`src/rtl/ifft_frame_sequencer.sv`:
```
// ifft_frame_sequencer: captures one parallel IFFT output frame, applies the
// 1/N normalisation and streams the scaled samples out in index order over a
// valid/ready interface, with an optional idle gap after every sample.
module ifft_frame_sequencer #(
    parameter int unsigned DW         = 9,
    parameter int unsigned N          = 8,
    parameter int unsigned LOG2N      = 3,
    parameter int unsigned GAP_CYCLES = 4,
    parameter int unsigned GAP_W      = 32,
    parameter int unsigned SCALE_EN   = 1,
    parameter int unsigned ROUND      = 1
) (
    input  logic              clk,
    input  logic              rst_n,
    input  logic              frame_valid,
    output logic              frame_ready,
    input  logic [N*DW-1:0]   frame_data,
    output logic [DW-1:0]     out_data,
    output logic              out_valid,
    input  logic              out_ready,
    output logic [LOG2N-1:0]  out_index,
    output logic              busy,
    output logic              frame_done
);

    localparam int unsigned EW       = DW + 1;
    localparam int unsigned RND      = (ROUND != 0) ? ((2 ** LOG2N) / 2) : 0;
    localparam int unsigned LAST_IDX = N - 1;

    typedef enum logic [1:0] {
        IDLE = 2'd0,
        SEND = 2'd1,
        GAP  = 2'd2
    } state_t;

    state_t             state_q, state_d;
    logic [DW-1:0]      frame_buf_q [N];
    logic [DW-1:0]      frame_buf_d [N];
    logic [GAP_W-1:0]   gap_cnt_q, gap_cnt_d;
    logic               frame_ready_q, frame_ready_d;
    logic               out_valid_q, out_valid_d;
    logic [DW-1:0]      out_data_q, out_data_d;
    logic [LOG2N-1:0]   out_index_q, out_index_d;
    logic               busy_q, busy_d;
    logic               frame_done_q, frame_done_d;
    logic [LOG2N-1:0]   index_inc;
    logic               out_hs;

    // Normalise one sample: widen by a bit, optional half-LSB round, arithmetic shift.
    function automatic logic [DW-1:0] scale_sample(input logic [DW-1:0] s);
        logic signed [EW-1:0] ext;
        ext = $signed({s[DW-1], s});
        ext = ext + $signed(EW'(RND));
        ext = ext >>> LOG2N;
        return (SCALE_EN != 0) ? ext[DW-1:0] : s;
    endfunction

    assign index_inc = out_index_q + LOG2N'(1);
    assign out_hs    = out_valid_q & out_ready;

    // Next-state and registered-output computation.
    always_comb begin
        state_d       = state_q;
        frame_buf_d   = frame_buf_q;
        gap_cnt_d     = gap_cnt_q;
        frame_ready_d = frame_ready_q;
        out_valid_d   = out_valid_q;
        out_data_d    = out_data_q;
        out_index_d   = out_index_q;
        busy_d        = busy_q;
        frame_done_d  = 1'b0;

        unique case (state_q)
            IDLE: begin
                if (frame_valid && frame_ready_q) begin
                    for (int unsigned k = 0; k < N; k++) begin
                        frame_buf_d[k] = scale_sample(frame_data[DW*k +: DW]);
                    end
                    out_index_d   = '0;
                    out_data_d    = frame_buf_d[0];
                    out_valid_d   = 1'b1;
                    busy_d        = 1'b1;
                    frame_ready_d = 1'b0;
                    state_d       = SEND;
                end
            end

            SEND: begin
                if (out_hs) begin
                    if (out_index_q == LOG2N'(LAST_IDX)) begin
                        out_valid_d   = 1'b0;
                        busy_d        = 1'b0;
                        frame_ready_d = 1'b1;
                        frame_done_d  = 1'b1;
                        state_d       = IDLE;
                    end else begin
                        out_index_d = index_inc;
                        if (GAP_CYCLES == 0) begin
                            out_data_d = frame_buf_q[index_inc];
                        end else begin
                            out_valid_d = 1'b0;
                            gap_cnt_d   = GAP_W'(GAP_CYCLES);
                            state_d     = GAP;
                        end
                    end
                end
            end

            GAP: begin
                // The counter reaching one marks the last idle cycle.
                if (gap_cnt_q <= GAP_W'(1)) begin
                    gap_cnt_d   = '0;
                    out_data_d  = frame_buf_q[out_index_q];
                    out_valid_d = 1'b1;
                    state_d     = SEND;
                end else begin
                    gap_cnt_d = gap_cnt_q - GAP_W'(1);
                end
            end

            default: begin
                state_d = IDLE;
            end
        endcase
    end

    // State and output registers; reset discards any partial frame.
    always_ff @(posedge clk or negedge rst_n) begin
        if (!rst_n) begin
            state_q       <= IDLE;
            for (int unsigned k = 0; k < N; k++) begin
                frame_buf_q[k] <= '0;
            end
            gap_cnt_q     <= '0;
            frame_ready_q <= 1'b1;
            out_valid_q   <= 1'b0;
            out_data_q    <= '0;
            out_index_q   <= '0;
            busy_q        <= 1'b0;
            frame_done_q  <= 1'b0;
        end else begin
            state_q       <= state_d;
            frame_buf_q   <= frame_buf_d;
            gap_cnt_q     <= gap_cnt_d;
            frame_ready_q <= frame_ready_d;
            out_valid_q   <= out_valid_d;
            out_data_q    <= out_data_d;
            out_index_q   <= out_index_d;
            busy_q        <= busy_d;
            frame_done_q  <= frame_done_d;
        end
    end

    assign frame_ready = frame_ready_q;
    assign out_valid   = out_valid_q;
    assign out_data    = out_data_q;
    assign out_index   = out_index_q;
    assign busy        = busy_q;
    assign frame_done  = frame_done_q;

endmodule

```
`config.mk`:
```
export PLATFORM = sky130hd
export DESIGN_NAME = ifft_frame_sequencer
export DESIGN_NICKNAME = d
export VERILOG_FILES = /design/src/rtl/ifft_frame_sequencer.sv
export SDC_FILE = /design/constraint.sdc
export NUM_CORES = 1
export LEC_CHECK = 0
export BUFFER_PORTS_ARGS = -buffer_cell sky130_fd_sc_hd__buf_2
export CELL_PAD_IN_SITES_DETAIL_PLACEMENT = 0
export CELL_PAD_IN_SITES_GLOBAL_PLACEMENT = 1
export CORE_MARGIN = 2
export CORE_UTILIZATION = 24
export DETAILED_ROUTE_END_ITERATION = 16
export PLACE_DENSITY = 0.53
export RECOVER_POWER = 25
export SLEW_MARGIN = 20
export SYNTH_ARGS = -nofsm -noshare
export SYNTH_HDL_FRONTEND = slang
export SYNTH_SLANG_ARGS = --single-unit
```
`constraint.sdc`:
```
create_clock -name clk -period 4 [get_ports clk]
set_input_delay 1.2 -clock clk [delete_from_list [all_inputs] [get_ports clk]]
set_output_delay 1.2 -clock clk [all_outputs]
set_load 0.005 [all_outputs]
```
==> results of run 1 <==
==> critical path, delay by kind of cell (launching register included) <==
kind / cells / cell delay (ns)
buf+inv: 2 / 1.33
flops: 1 / 0.32
==> power by group <==
| group | internal [mW] | switching (mW) |
|---|---|---|
| clock | 0.467 | 0.409 |
| combinational | 0.848 | 1.22 |
| sequential | 1.51 | 0.348 |
==> layer usage <==
| metal | track usage (%) | share of wire (%) | vias up |
|---|---|---|---|
| met5 | 0 | 0 | - |
| met4 | 3.28 | 1.5 | 0 |
| met3 | 2.80 | 3.0 | 12 |
| met2 | 21.0 | 50 | 66 |
| met1 | 16.0 | 46 | 2132 |
| li1 | - | - | 2188 |
==> layout make-up <==
type                       instances  area (sq um)
fill                            2412         16100
clock inverter                     5          45.0
multi-input combinational        438          2850
timing repair buffer              88           484
clock buffer                      11           253
tap                              313           392
inverter                          11          41.3
sequential                       104          2600
==> sequential cells by signal, indices dropped and copies added (netlist names) <==
register,count
out_valid,1
state_q,2
out_index,3
frame_buf_q,56
frame_ready,1
frame_done,1
busy,1
out_data,7
gap_cnt_q,32
==> stage by stage <==
stage / hold slack, ns / utilization (%) / total power [mW] / instance area [sq um]
6_report: 0.471 / 29.3 / 4.80 / 6670
5_1_grt: 0.491 / 29.3 / 5.23 / 6670
4_1_cts: 0.475 / 29.3 / 4.87 / 6670
3_5_place_dp: 0.458 / 28.0 / 3.97 / 6370
3_3_place_gp: 0.449 / 28.0 / 3.93 / 6370
2_1_floorplan: 0.433 / - / 3.28 / 5600
==> path summary, 6_finish.rpt <==
kind	endpoint	slack [ns]	cells after the start
max in group asynchronous	frame_buf_q[59]	2.44	2
min	frame_buf_q[42]	0.47	2
min in group asynchronous	out_index[0]	0.86	1
max reg2reg	gap_cnt_q[22]	0.98	8
max	out_index[0]	0.80	2
min reg2reg	frame_buf_q[42]	0.47	2
==> cells by family after synthesis <==
| kind of cell | synth area share [%] |
|---|---|
| buffers and inverters | 2.84 |
| adders and majority gates | 2.68 |
| xor gates and xnor gates | 9.23 |
| and+or+nand+nor | 21.3 |
| DFF | 46.5 |
| AOI/OAI and AO/OA | 10.3 |
| muxes | 7.21 |
==> cells in the final DEF (no fill, tap or decap), drive strengths merged, types with 2 or more instances in the layout <==
| cell | count |
|---|---|
| nor4 | 7 |
| o22ai | 5 |
| xor2 | 45 |
| nor3 | 8 |
| nand4b | 4 |
| o21ai | 57 |
| ha | 12 |
| inv | 14 |
| and3 | 9 |
| mux4 | 14 |
| nand2b | 3 |
| dfrtp | 103 |
| nand3 | 44 |
| a41o | 2 |
| xnor2 | 14 |
| nor2 | 37 |
| nand3b | 3 |
| mux2 | 7 |
| a31oi | 4 |
| nand4 | 11 |
| a21oi | 16 |
| or4 | 6 |
| a22o | 3 |
| o31ai | 6 |
| nor3b | 2 |
| clkbuf | 12 |
| buf | 87 |
| or3 | 9 |
| nand2 | 99 |
| a22oi | 3 |
==> results.json, run 1 <==
{
  "required_ns": 2.80,
  "clk_path_buf_depth": 2,
  "synth_fp_nets": 669,
  "drt-vias-per-instance": 4.53,
  "fin_crit_ns": 3.20,
  "seq_area_frac_synth_pct": 46.5,
  "max_freq_ghz": 0.312,
  "start_kind": "flip-flop",
  "synth_cell_types": 45,
  "post_cts_buffers": 0,
  "cts_tree": "built",
  "setup-violations-final": 0,
  "worstSetupPathType": "flip-flop to output port",
  "gp_congestion": 0.775,
  "worst_slack_ns": 0.797,
  "drtIter0Drc": 186,
  "setup.worst_path.end_class": "output port",
  "slowest_stage": "clkbuf_1",
  "yosys.area.top_type": "dfrtp_1",
  "syn-cell-area_sq_um": 5600,
  "die_x_um": 157,
  "num_io_pins": 92,
  "synth_top_flop_cell": "dfrtp_1",
  "cts_root_buf": "clkbuf_16",
  "tightest_slew_ns": 1.43,
  "drive_gt1_share_pct": 20.5,
  "hold_buffers": 0,
  "numPortBuffers": 75,
  "die_area_sq_um": 24600,
  "grt_overflow": 0,
  "leakage_nw": 2.94,
  "row_count": 55,
  "clock_latency_ns": 0.35,
  "synth_area_leaders": "dfrtp_1, xor2_1, nand2_1",
  "grt_antenna_before_repair": 0,
  "wirelength_um": 14200,
  "numClockSinks": 104,
  "final_net_count": 740,
  "dpl.hpwl_um": 10500,
  "grt_first_pass_wirelength_um": 24100,
  "synth_edf_count": 0,
  "crit_start": "out_index[0]",
  "synth_most_common_cell": "dfrtp_1",
  "drv_slew": 0,
  "grt_usage_pct": 12.4,
  "synth_common_cells": "dfrtp_1, nand2_1, o21ai_0",
  "min_from": "frame_buf_q[42]",
  "htree_levels": 3,
  "antennaDiodeCount": 0,
  "yosys_warnings": 0,
  "max_stage_delay_ns": 1.03,
  "pwr_density_cell_nw_per_um2": 720,
  "holdCritPathClass": "flip-flop to flip-flop",
  "cts_buffers": 9,
  "clk_pin_slew_ns": 0.07,
  "cts_resized": 0,
  "relSlewSlack_pct": 4.51,
  "cap_violations": 0,
  "rsz0062_at_grt": "no",
  "status": "complete, no violations",
  "synth.top_cell.area_share_pct": 46.0,
  "clock_skew_ns": 0.0122,
  "core-area_sq_um": 22800,
  "hold_viol": 0,
  "start_util_pct": 24.6,
  "die_h_um": 157,
  "post-place-cells": 954,
  "tns_ns": 0,
  "place_ws_ns": 1.13,
  "grt_pass1_vias": 4537,
  "wl_per_cell_um": 14.7,
  "async_flop_share_pct": 100,
  "crit_path_cell_trace": "clkbuf_1, buf_2",
  "netlist_instances": 581,
  "drc": 0,
  "area_growth_pct": 19.1,
  "drtPass1Iterations": 5,
  "min_period_over_period_pct": 80.1,
  "crit_fanout": 18,
  "avgSynthCellArea_sq_um": 9.64,
  "ir_worst_vdd_v": 0.000240,
  "fin_cells": 970,
  "ys_seq_elements": 104,
  "postRouteAntennaNets": 0,
  "arrival_ns": 2.00,
  "grt_max_degree": 50,
  "num_vias": 4398,
  "r2r-start": "out_index[0]"
}
Note: power is estimated with default switching activity, not from simulation.
==> inputs of run 2 (changes only) <==
--- a/config.mk
+++ b/config.mk
@@ -11,7 +11,7 @@
 export CORE_MARGIN = 2
 export CORE_UTILIZATION = 24
 export DETAILED_ROUTE_END_ITERATION = 16
-export PLACE_DENSITY = 0.53
+export PLACE_DENSITY = 0.55
 export RECOVER_POWER = 25
 export SLEW_MARGIN = 20
 export SYNTH_ARGS = -nofsm -noshare
==> constraint.sdc (replaced) <==
create_clock -name clk -period 2.9 [get_ports clk]
set_input_delay 0.87 -clock clk [delete_from_list [all_inputs] [get_ports clk]]
set_output_delay 0.87 -clock clk [all_outputs]
set_load 0.005 [all_outputs]
==> run 2 against run 1 <==
  * Clock-buffer cell count up 1
  * Non-clock buffer count rose by 4
  * Global-route usage grew 0.057 points
  * Die area unchanged
  * Power up 43%
  * First-iteration DRC count rose by 38%
  * Via count up 2.2%
  * Clock power up 50%
  * Largest cell class unchanged
  * Largest power group unchanged
==> results.json, run 2 (synthesis results as in run 1) <==
{
  "drive_gt1_share_pct": 21.0,
  "grt_overflow": 0,
  "die_x_um": 157,
  "final_net_count": 744,
  "tightest_slew_ns": 1.31,
  "grt_antenna_before_repair": 0,
  "clock_latency_ns": 0.36,
  "r2r_cells": 4,
  "fin_cells": 974,
  "antennaDiodeCount": 0,
  "drtIter0Drc": 256,
  "wl_per_cell_um": 14.8,
  "fin_util_pct": 29.5,
  "hold_buffers": 0,
  "wirelength_um": 14500,
  "final_cell_mix": "dfrtp_1, nand2_1, buf_2, o21ai_0, xor2_1",
  "cts_root_buf": "clkbuf_16",
  "cts_buffers": 9,
  "setup-violations-final": 0,
  "fin_crit_ns": 2.60,
  "start_util_pct": 24.6,
  "min_period_over_period_pct": 89.6,
  "arrival_ns": 2.85,
  "cts_tree": "built",
  "numPortBuffers": 75,
  "min_from": "frame_buf_q[60]",
  "post-place-cells": 958,
  "tns_ns": 0,
  "row_count": 55,
  "r2r_slack_ns": 0.30,
  "holdPathEnd": "frame_buf_q[60]",
  "drv_slew": 0,
  "worstSetupPathType": "flip-flop to flip-flop",
  "whs_ns": 0.468,
  "core-area_sq_um": 22800,
  "drt-vias-per-instance": 4.61,
  "drc": 0,
  "crit_fanout": 9,
  "htree_levels": 3,
  "place_ws_ns": 0.293,
  "num_vias": 4495,
  "cts_resized": 0,
  "grt_first_pass_wirelength_um": 23900,
  "die_area_sq_um": 24600,
  "clock_skew_ns": 0.0105,
  "rsz0062_at_grt": "no",
  "grt_pass1_vias": 4613,
  "max_freq_ghz": 0.385,
  "post_cts_buffers": 0,
  "hold_path_depth": 2,
  "relSlewSlack_pct": 12.4,
  "gp_congestion": 0.728,
  "ir_worst_vdd_v": 0.000336,
  "pwr_density_cell_nw_per_um2": 1020,
  "regMostFlops": "frame_buf_q",
  "r2r-start": "gap_cnt_q[26]",
  "dpl.hpwl_um": 10700,
  "die_h_um": 157,
  "holdCritPathClass": "flip-flop to flip-flop",
  "setup.worst_path.end_class": "flip-flop",
  "r2r_end": "out_data[5]",
  "drtPass1Iterations": 5,
  "worst_slack_ns": 0.301,
  "leakage_nw": 2.98,
  "numClockSinks": 104,
  "final_common_cell": "dfrtp_1",
  "cap_violations": 0,
  "clk_pin_slew_ns": 0.07,
  "clk_path_buf_depth": 2,
  "postRouteAntennaNets": 0,
  "num_io_pins": 92,
  "grt_max_degree": 101,
  "area_growth_pct": 20.1,
  "grt_usage_pct": 12.5,
  "hold_viol": 0,
  "status": "complete, no violations",
  "required_ns": 3.15,
  "start_kind": "flip-flop",
  "largest_register_ffs": 56
}
## run 2: cell count changes in the layout (fill, tap and decap cells not counted)
cell,change
buf_4,+3
bufinv_16,+1
clkbuf_4,+1
clkbuf_8,+1
clkinv_4,-1
inv_6,-1
## run 2: worst max path at each step
stage	from	to	slack, ns	cells after the start
after floorplan	gap_cnt_q[14]	out_data[0]	0.39	6
after global placement	gap_cnt_q[26]	out_data[7]	0.29	4
after detailed placement	gap_cnt_q[26]	out_data[3]	0.29	4
after CTS	gap_cnt_q[26]	out_data[4]	0.28	4
after global routing	gap_cnt_q[7]	gap_cnt_q[22]	0.09	6
final	gap_cnt_q[26]	out_data[5]	0.30	4
## run 2: power by group
part	internal, mW	switching, mW	leakage (nW)	total (mW)
Clock	0.749	0.560	0.157	1.31
Combinational	1.27	1.70	1.49	2.97
Sequential	2.08	0.494	1.33	2.58
Total	4.10	2.75	2.98	6.85
## run 2: critical path, stage by stage (launching register included)
cell and delay, ns:
dfrtp_1 0.44, or4_1 0.60, or4_1 0.57, o31ai_4 0.49, mux2_2 0.39
## run 2: per-stage QoR
step | area, sq um | power [mW]
floorplan | 5600 | 4.53
detailed placement | 6420 | 5.60
global route | 6730 | 7.42
finish | 6730 | 6.85
CTS | 6740 | 6.95
global placement | 6420 | 5.53
## run 2: area by class of cell
| type | count | area [sq um] |
|---|---|---|
| fill | 2382 | 16100 |
| multi-input combinational | 438 | 2850 |
| sequential | 104 | 2600 |
| timing repair buffer | 92 | 514 |
| tap | 313 | 392 |
| clock buffer | 12 | 267 |
| clock inverter | 4 | 57.6 |
| inverter | 11 | 41.3 |
## run 2: routing by layer
layer	share of wire (%)	wire length (um)	GRT usage [%]	vias to the layer above
met5	0	0	0	-
met4	2.6	382	4.81	0
met3	3.2	460	2.63	21
met2	51	7350	22.1	82
met1	43	6260	14.8	2193
li1	-	-	-	2199
==> inputs of run 3 (changes only) <==
--- a/config.mk
+++ b/config.mk
@@ -9,9 +9,9 @@
 export CELL_PAD_IN_SITES_DETAIL_PLACEMENT = 0
 export CELL_PAD_IN_SITES_GLOBAL_PLACEMENT = 1
 export CORE_MARGIN = 2
-export CORE_UTILIZATION = 24
+export CORE_UTILIZATION = 39
 export DETAILED_ROUTE_END_ITERATION = 16
-export PLACE_DENSITY = 0.55
+export PLACE_DENSITY = 0.8
 export RECOVER_POWER = 25
 export SLEW_MARGIN = 20
 export SYNTH_ARGS = -nofsm -noshare
==> run 3 against run 2 <==
  * Sequential power barely moved
  * Die area decreased by 38%
  * Clock power down 15%
  * Critical path depth unchanged
  * Design area shrank 3.5%
  * Clock-buffer cell count decreased by 2
  * Fmax decreased by 1.8%
  * Clock skew shrank 0.0040 ns
  * Worst setup slack worse by 0.046 ns
  * Core utilization increased by 17 points
  * Non-clock buffer count shrank 1
  * Via count down 0.93%
==> results.json, run 3 (synthesis results as in run 1) <==
{
  "fill_cells": 1330,
  "drtPass1Iterations": 4,
  "drt-vias-per-instance": 5.31,
  "num_io_pins": 92,
  "fin_crit_ns": 2.65,
  "arrival_ns": 2.88,
  "crit_path_cell_trace": "or4_1, or4_1, o31ai_4, mux2_2",
  "num_vias": 4453,
  "drv_slew": 0,
  "cts_tree": "built",
  "antennaDiodeCount": 0,
  "tns_ns": 0,
  "post_cts_buffers": 0,
  "setup-violations-final": 0,
  "grt_pass1_vias": 4398,
  "tightest_slew_ns": 1.17,
  "cts_buffers": 9,
  "cap_violations": 0,
  "drc": 0,
  "row_count": 43,
  "drive_gt1_share_pct": 20.5,
  "max_stage_delay_ns": 0.58,
  "die_x_um": 124,
  "numClockSinks": 104,
  "relSlewSlack_pct": 21.7,
  "min_period_over_period_pct": 91.2,
  "dpl.hpwl_um": 9460,
  "clock_latency_ns": 0.35,
  "largest_register_ffs": 56,
  "cts_resized": 0,
  "cts_root_buf": "clkbuf_16",
  "wl_per_cell_um": 15.3,
  "final_common_cell": "dfrtp_1",
  "p_seq_share_pct": 38.9,
  "area_growth_pct": 15.9,
  "htree_levels": 3,
  "hold_buffers": 0,
  "final_cell_mix": "dfrtp_1, nand2_1, buf_2, o21ai_0, xor2_1",
  "crit_fanout": 9,
  "slowest_stage": "or4_1",
  "die_h_um": 124,
  "hold_viol": 0,
  "max_freq_ghz": 0.378,
  "post_dp_cell_area_sq_um": 6230,
  "final_net_count": 743,
  "rsz0062_at_grt": "no",
  "clock_skew_ns": 0.00653,
  "clk_path_buf_depth": 2,
  "core-area_sq_um": 13900,
  "gp_congestion": 0.845,
  "fin_util_pct": 46.6,
  "worstSetupPathType": "flip-flop to flip-flop",
  "ir_worst_vdd_v": 0.000378,
  "grt_first_pass_wirelength_um": 21100,
  "final_area_sq_um": 6490,
  "status": "complete, no violations",
  "required_ns": 3.13,
  "p_switching_mw": 2.64,
  "p_sw_share_pct": 40.2,
  "leakage_nw": 2.94,
  "p_int_mw": 3.93,
  "postRouteAntennaNets": 0,
  "holdCritPathClass": "flip-flop to flip-flop",
  "setup.worst_path.end_class": "flip-flop",
  "cpMostUsedCell": "or4_1",
  "grt_antenna_before_repair": 0,
  "numPortBuffers": 75,
  "grt_max_degree": 101,
  "pwr-share-clk_pct": 17.1,
  "regMostFlops": "frame_buf_q",
  "start_util_pct": 40.2,
  "die_area_sq_um": 15300,
  "start_kind": "flip-flop",
  "grt_usage_pct": 18.0,
  "drtIter0Drc": 309,
  "grt_overflow": 0,
  "wirelength_um": 12800,
  "pwr_density_cell_nw_per_um2": 1010,
  "clk_pin_slew_ns": 0.07,
  "pwr-share-comb_pct": 43.9
}
==> run 3: power groups by stage <==
stage | clock network, mW | registers, mW | logic (mW)
final | 1.12 | 2.55 | 2.88
after global routing | 1.22 | 2.65 | 3.24
after CTS | 1.16 | 2.56 | 2.91
after detailed placement | 0 | 2.58 | 2.89
after global placement | 0 | 2.55 | 2.83
after floorplan | 0 | 2.44 | 2.09
==> run 3: stage by stage <==
stage               power, mW  instances  worst slack [ns]  hold slack (ns)
floorplan                4.53        581             0.393            0.433
global placement         5.37        824             0.336            0.452
detailed placement       5.47        824             0.296            0.456
CTS                      6.62        838             0.258            0.472
global route             7.10        838             0.140            0.495
finish                   6.56        838             0.254            0.471
==> run 3: layout make-up <==
type | count | area [sq um] | share of cell area, %
sequential | 104 | 2600 | 40.1
clock buffer | 10 | 239 | 3.68
timing repair buffer | 91 | 500 | 7.71
tap | 180 | 225 | 3.47
clock inverter | 4 | 30.0 | 0.463
inverter | 11 | 41.3 | 0.636
multi-input combinational | 438 | 2850 | 43.9
==> run 3: final timing paths <==
kind / depth (start not counted) / slack, ns / from / to
max: 4 / 0.25 / gap_cnt_q[26] / out_data[0]
min: 2 / 0.47 / frame_buf_q[60] / frame_buf_q[60]
max reg2reg: 4 / 0.25 / gap_cnt_q[26] / out_data[0]
min reg2reg: 2 / 0.47 / frame_buf_q[60] / frame_buf_q[60]
max in group asynchronous: 2 / 0.66 / rst_n / frame_buf_q[47]
min in group asynchronous: 1 / 0.74 / rst_n / frame_done
==> run 3: routing by layer <==
metal	GRT usage, %	vias up	routed length (um)
li1	-	2199	-
met4	4.90	0	173
met5	0	-	0
met1	21.6	2162	5550
met3	4.81	14	552
met2	32.0	78	6530
==> run 3: worst max-delay path: cells and delay by family (launching register included) <==
kind,cells,cell delay (ns)
AO/OA/AOI/OAI,1,0.53
multiplexers,1,0.40
flip-flops,1,0.45
AND/OR/NAND/NOR,2,1.15
